==> src/rtl/ula_arb_pkg.sv <==
// Shared definitions for the ULA arbiter/sequencer: FSM state encoding,
// opcode width and default operand width (shared with the ULA itself).
package ula_arb_pkg;

  localparam int unsigned OP_W  = 3;
  localparam int unsigned W_DEF = 8;

  typedef enum logic [1:0] {
    IDLE  = 2'd0,
    ISSUE = 2'd1,
    WAIT  = 2'd2,
    DONE  = 2'd3
  } state_e;

endpackage

==> src/rtl/ula_arb_rr_arb2.sv <==
// rr_arb2: combinational 2-way round-robin picker.
//   req0, req1 : pending requests
//   last       : id of the most recent grant
//   win        : chosen requester (0 when no request; caller qualifies)
module rr_arb2 (
  input  logic req0,
  input  logic req1,
  input  logic last,
  output logic win
);

  always_comb begin
    win = 1'b0;
    if (req0 && req1) begin
      win = ~last;
    end else if (req1) begin
      win = 1'b1;
    end
  end

endmodule

==> src/rtl/ula_arb.sv <==
// ula_arb: two-requester round-robin arbiter and sequencer for the shared ULA.
//   clk, clr               : clock, synchronous active-high reset
//   reqN, aN, bN, opN      : client N request, operands, opcode
//   doneN, rN, fN          : client N completion pulse, result, flag registers
//   busy                   : high whenever the FSM is not in IDLE
//   ula_a, ula_b, ula_op   : registered operands/opcode driven to the ULA
//   ula_s, ula_flag        : ULA result and flag, valid LAT cycles after issue
module ula_arb
  import ula_arb_pkg::*;
#(
  parameter int unsigned W   = W_DEF,
  parameter int unsigned LAT = 1
) (
  input  logic            clk,
  input  logic            clr,
  input  logic            req0,
  input  logic [W-1:0]    a0,
  input  logic [W-1:0]    b0,
  input  logic [OP_W-1:0] op0,
  input  logic            req1,
  input  logic [W-1:0]    a1,
  input  logic [W-1:0]    b1,
  input  logic [OP_W-1:0] op1,
  output logic            done0,
  output logic            done1,
  output logic [W-1:0]    r0,
  output logic [W-1:0]    r1,
  output logic            f0,
  output logic            f1,
  output logic            busy,
  output logic [W-1:0]    ula_a,
  output logic [W-1:0]    ula_b,
  output logic [OP_W-1:0] ula_op,
  input  logic [W-1:0]    ula_s,
  input  logic            ula_flag
);

  // WAIT lasts LAT cycles: counter starts at LAT-1 and capture happens at 0.
  localparam logic [2:0] CNT_INIT = (LAT != 0) ? 3'(LAT - 1) : 3'd0;

  state_e            st_q, st_d;
  logic              last_q, last_d;
  logic              win_q, win_d;
  logic [2:0]        cnt_q, cnt_d;
  logic              busy_q, busy_d;
  logic              done0_q, done0_d;
  logic              done1_q, done1_d;
  logic [W-1:0]      r0_q, r0_d;
  logic [W-1:0]      r1_q, r1_d;
  logic              f0_q, f0_d;
  logic              f1_q, f1_d;
  logic [W-1:0]      ula_a_q, ula_a_d;
  logic [W-1:0]      ula_b_q, ula_b_d;
  logic [OP_W-1:0]   ula_op_q, ula_op_d;
  logic              win;
  logic              cap;

  rr_arb2 u_rr (
    .req0 (req0),
    .req1 (req1),
    .last (last_q),
    .win  (win)
  );

  always_comb begin
    st_d     = st_q;
    last_d   = last_q;
    win_d    = win_q;
    cnt_d    = cnt_q;
    busy_d   = busy_q;
    done0_d  = 1'b0;
    done1_d  = 1'b0;
    r0_d     = r0_q;
    r1_d     = r1_q;
    f0_d     = f0_q;
    f1_d     = f1_q;
    ula_a_d  = ula_a_q;
    ula_b_d  = ula_b_q;
    ula_op_d = ula_op_q;
    cap      = 1'b0;

    unique case (st_q)
      IDLE: begin
        if (req0 || req1) begin
          st_d     = ISSUE;
          busy_d   = 1'b1;
          win_d    = win;
          last_d   = win;
          ula_a_d  = win ? a1  : a0;
          ula_b_d  = win ? b1  : b0;
          ula_op_d = win ? op1 : op0;
        end
      end
      ISSUE: begin
        if (LAT != 0) begin
          st_d  = WAIT;
          cnt_d = CNT_INIT;
        end else begin
          cap = 1'b1;
        end
      end
      WAIT: begin
        if (cnt_q == 3'd0) begin
          cap = 1'b1;
        end else begin
          cnt_d = cnt_q - 3'd1;
        end
      end
      DONE: begin
        st_d   = IDLE;
        busy_d = 1'b0;
      end
    endcase

    // Capture lands in the winner's registers only; done pulses in DONE.
    if (cap) begin
      st_d = DONE;
      if (win_q) begin
        r1_d    = ula_s;
        f1_d    = ula_flag;
        done1_d = 1'b1;
      end else begin
        r0_d    = ula_s;
        f0_d    = ula_flag;
        done0_d = 1'b1;
      end
    end
  end

  always_ff @(posedge clk) begin
    if (clr) begin
      st_q     <= IDLE;
      last_q   <= 1'b1;
      win_q    <= 1'b0;
      cnt_q    <= '0;
      busy_q   <= 1'b0;
      done0_q  <= 1'b0;
      done1_q  <= 1'b0;
      r0_q     <= '0;
      r1_q     <= '0;
      f0_q     <= 1'b0;
      f1_q     <= 1'b0;
      ula_a_q  <= '0;
      ula_b_q  <= '0;
      ula_op_q <= '0;
    end else begin
      st_q     <= st_d;
      last_q   <= last_d;
      win_q    <= win_d;
      cnt_q    <= cnt_d;
      busy_q   <= busy_d;
      done0_q  <= done0_d;
      done1_q  <= done1_d;
      r0_q     <= r0_d;
      r1_q     <= r1_d;
      f0_q     <= f0_d;
      f1_q     <= f1_d;
      ula_a_q  <= ula_a_d;
      ula_b_q  <= ula_b_d;
      ula_op_q <= ula_op_d;
    end
  end

  assign done0  = done0_q;
  assign done1  = done1_q;
  assign r0     = r0_q;
  assign r1     = r1_q;
  assign f0     = f0_q;
  assign f1     = f1_q;
  assign busy   = busy_q;
  assign ula_a  = ula_a_q;
  assign ula_b  = ula_b_q;
  assign ula_op = ula_op_q;

endmodule

==> config.mk <==
export PLATFORM = sky130hd
export DESIGN_NAME = ula_arb
export DESIGN_NICKNAME = d
export VERILOG_FILES = /design/src/rtl/ula_arb_pkg.sv /design/src/rtl/ula_arb_rr_arb2.sv /design/src/rtl/ula_arb.sv
export SDC_FILE = /design/constraint.sdc
export NUM_CORES = 1
export LEC_CHECK = 0
export BUFFER_PORTS_ARGS = -buffer_cell sky130_fd_sc_hd__buf_2
export CAP_MARGIN = 20
export CORE_ASPECT_RATIO = 0.75
export CORE_UTILIZATION = 41
export DETAILED_ROUTE_END_ITERATION = 6
export PLACE_DENSITY = 0.82
export SLEW_MARGIN = 0
export SYNTH_ARGS = -nofsm -noshare
export SYNTH_HDL_FRONTEND = slang
export SYNTH_SLANG_ARGS = --single-unit
==> constraint.sdc <==
create_clock -name clk -period 1.6 [get_ports clk]
set_clock_uncertainty 0.15 [all_clocks]
set_input_delay 0.16 -clock clk [delete_from_list [all_inputs] [get_ports clk]]
set_output_delay 0.16 -clock clk [all_outputs]
set_load 0.005 [all_outputs]
==> out/results.txt <==
Clock power frac -> 28.2%
Final Hold Fails -> 0
Via count -> 2294
Distinct cells, synth -> 30
Largest net degree at the start of global routing -> 23
Mapped Area -> 2150 um^2
Crit-path slowest cell -> dfxtp_1
Via/cell ratio -> 5.32
Max-cap viol count -> 0
Slew Viols, Final -> 0
Sw frac -> 30.3%
Crit end category -> flop
Clk root buf -> clkbuf_8
DIE HEIGHT -> 64.7 um
Layout area overhead -> 52.0%
CTS tree -> built
Worst-skew pair later-pin latency -> 0.29 ns
Final Critical Period -> 1.54 ns
Fmax -> 651 MHz
Initial Util -> 43.4%
Setup CP Type -> flop to flop
Status -> complete, no violations
PortBufs -> 90
Drt pass-1 iters -> 4
Vias in the first global route -> 2216
Async SR Flop Fraction -> 0%
# setup viols final -> 0
Worst Path Arrival -> 1.61 ns
Total power -> 3590 uW
Seq/Total Area, Yosys -> 43.8%
Post-Route WL -> 6560 um
Synth warnings -> 0
Max H-tree Level -> 2
Fraction of layout cells with a size suffix above 1 -> 40.2%
Gr usage total -> 23.7%
Internal Power -> 2500 uW
DRC -> 0
Top_reg_cell synth -> dfxtp_1
Initial antenna violation count -> 0
FILL cells -> 393
Ports -> 91
Leakage power -> 0.00145 uW
CTS clock-pin slew for the worst setup and hold paths -> 0.09 ns
Startpoint Class -> flop
TritonCTS Sinks -> 47
Initial DRC count -> 133
Critical path fanouts, max -> 11
Reg power frac -> 40.8%
Antenna Cells -> 0
Worst slew pin tran -> 0.519 ns
Clk buf depth -> 2
Combinational power share -> 31.0%
Net Sw Power -> 1090 uW
Hold Crit Class -> input port to flop
Register bit count reported by yosys -> 47
Cts bufs inserted -> 5
Worst vdd ir -> 550 uV
Final antenna-violating net count -> 0
Die width -> 85.6 um
Relative slew slack -> 65.4%
Nets@finish -> 423
Die area -> 5540 um^2
Routability Congestion -> 0.766
Final Cycle Share -> 96.0%
Syn avg cell area -> 8.92 um^2
Syn_nets -> 294
Slowest stage delay, CP -> 0.62 ns
Post-synth EDFFs -> 0
First-pass GRT wire length -> 10400 um
Rows -> 22
Mapped Cells -> 241
Final HPWL DP -> 3760 um
Final Util -> 65.9%
Crit-path cells -> buf_4 > nor4b_2 > a31oi_1 > a21oi_1
Critical Path RT -> 1.68 ns
Total core area -> 4950 um^2
Register area -> 943 um^2
Area of the multi-input gates -> 1120 um^2
Power Density -> 1100 nW/um^2
Grt ovf -> 0
Drt wl/cell -> 15.2 um
metal layers:
layer  vias to the layer above  GRT usage (%)  part of all wire (%)
met3                         9           4.33                   5.3
met1                      1093           28.0                    40
met5                         -              0                     0
met4                         0           6.88                   1.2
li1                       1103              -                     -
met2                        89           43.8                    54
per-stage QoR:
step	hold slack, ns	TNS, ns	setup slack (ns)	area, um^2	std cells
after global placement	0.266	0	0.0403	2690	384
after floorplan	0.146	0	0.00133	2150	241
after detailed placement	0.267	-0.250	-0.0672	2690	384
after global routing	0.00760	-0.0335	-0.0299	3270	431
after CTS	0.00125	0	0.00754	3210	428
final	0.00792	0	0.0647	3270	431
cell families (layout without fill, tap and decap cells):
logic type,Yosys count,after routing,share of synthesized area [%]
adders and majority gates,2,2,1.16
DFF,47,47,43.8
buffers and inverters,26,155,6.93
and+or+nand+nor,91,92,20.1
AOI/OAI and AO/OA,74,74,27.6
xor gates and xnor gates,1,1,0.408
layout make-up:
class	count	share of cell area, %
Tap cell	60	2.30
Timing Repair Buffer	142	29.8
Clock inverter	2	1.84
Clock buffer	6	2.22
Multi-Input combinational cell	169	34.4
Sequential cell	47	28.9
Inverter	5	0.574
sequential cells by signal, indices dropped and copies added, names as in the netlist, 2 cells and up:
| signal | count |
|---|---|
| r0 | 8 |
| r1 | 8 |
| ula_a | 8 |
| ula_b | 8 |
| cnt_q | 3 |
| ula_op | 3 |
| st_q | 2 |
worst max-delay path, delay by kind of cell, from the launching register on:
family | cells | cell delay [ns]
AO/OA/AOI/OAI | 2 | 0.20
flip-flops | 1 | 0.62
AND/OR/NAND/NOR | 1 | 0.24
buffers and inverters | 1 | 0.26
layout by cell type, fill, tap and decap left out, types with 3 or more instances in the layout:
cell	instances
a21oi_1	44
a311oi_2	19
a31oi_1	3
buf_12	3
buf_2	90
buf_4	11
clkbuf_8	5
dfxtp_1	45
dlygate4sd3_1	37
inv_1	3
nand2_1	76
nor2_1	3
o211ai_1	3
synthesized netlist by cell type, types with 2 or more instances:
cell type | instances | area [um^2]
a311oi_2 | 19 | 285
buf_2 | 11 | 55.1
clkbuf_1 | 3 | 11.3
dfxtp_1 | 47 | 941
inv_1 | 5 | 18.8
a21oi_1 | 44 | 220
buf_6 | 3 | 33.8
a31oi_1 | 3 | 18.8
o211ai_1 | 3 | 22.5
nor2_1 | 3 | 11.3
ha_1 | 2 | 25.0
nor4b_2 | 2 | 30.0
buf_4 | 4 | 30.0
nand2_1 | 76 | 285
power groups by stage:
stage          Sequential [uW]  Clock (uW)  Combinational (uW)
2_1_floorplan             1470           0                 669
3_3_place_gp              1470           0                 978
3_5_place_dp              1480           0                1000
4_1_cts                   1450        1030                1080
5_1_grt                   1490        1070                1210
6_report                  1460        1010                1110
path summary, 6_finish.rpt:
| kind | from | endpoint | slack (ns) | cells after the start |
|---|---|---|---|---|
| max | st_q[1] | cnt_q[2] | 0.06 | 4 |
| min | a1[4] | ula_a[4] | 0.008 | 3 |
| max reg2reg | st_q[1] | cnt_q[2] | 0.06 | 4 |
| min reg2reg | r0[0] | r0[0] | 0.30 | 2 |
timing repair:
item / 4_1_cts / 5_1_grt
setup buffers: 0 / 1
pin swaps: 0 / 5
gates cloned: 0 / 1
resized for setup: 6 / 8
hold endpoints to repair: 32 / 1
endpoints found under the setup margin: 21 / 17
hold buffers: 36 / 1
Power figures use the tool's default switching activity.
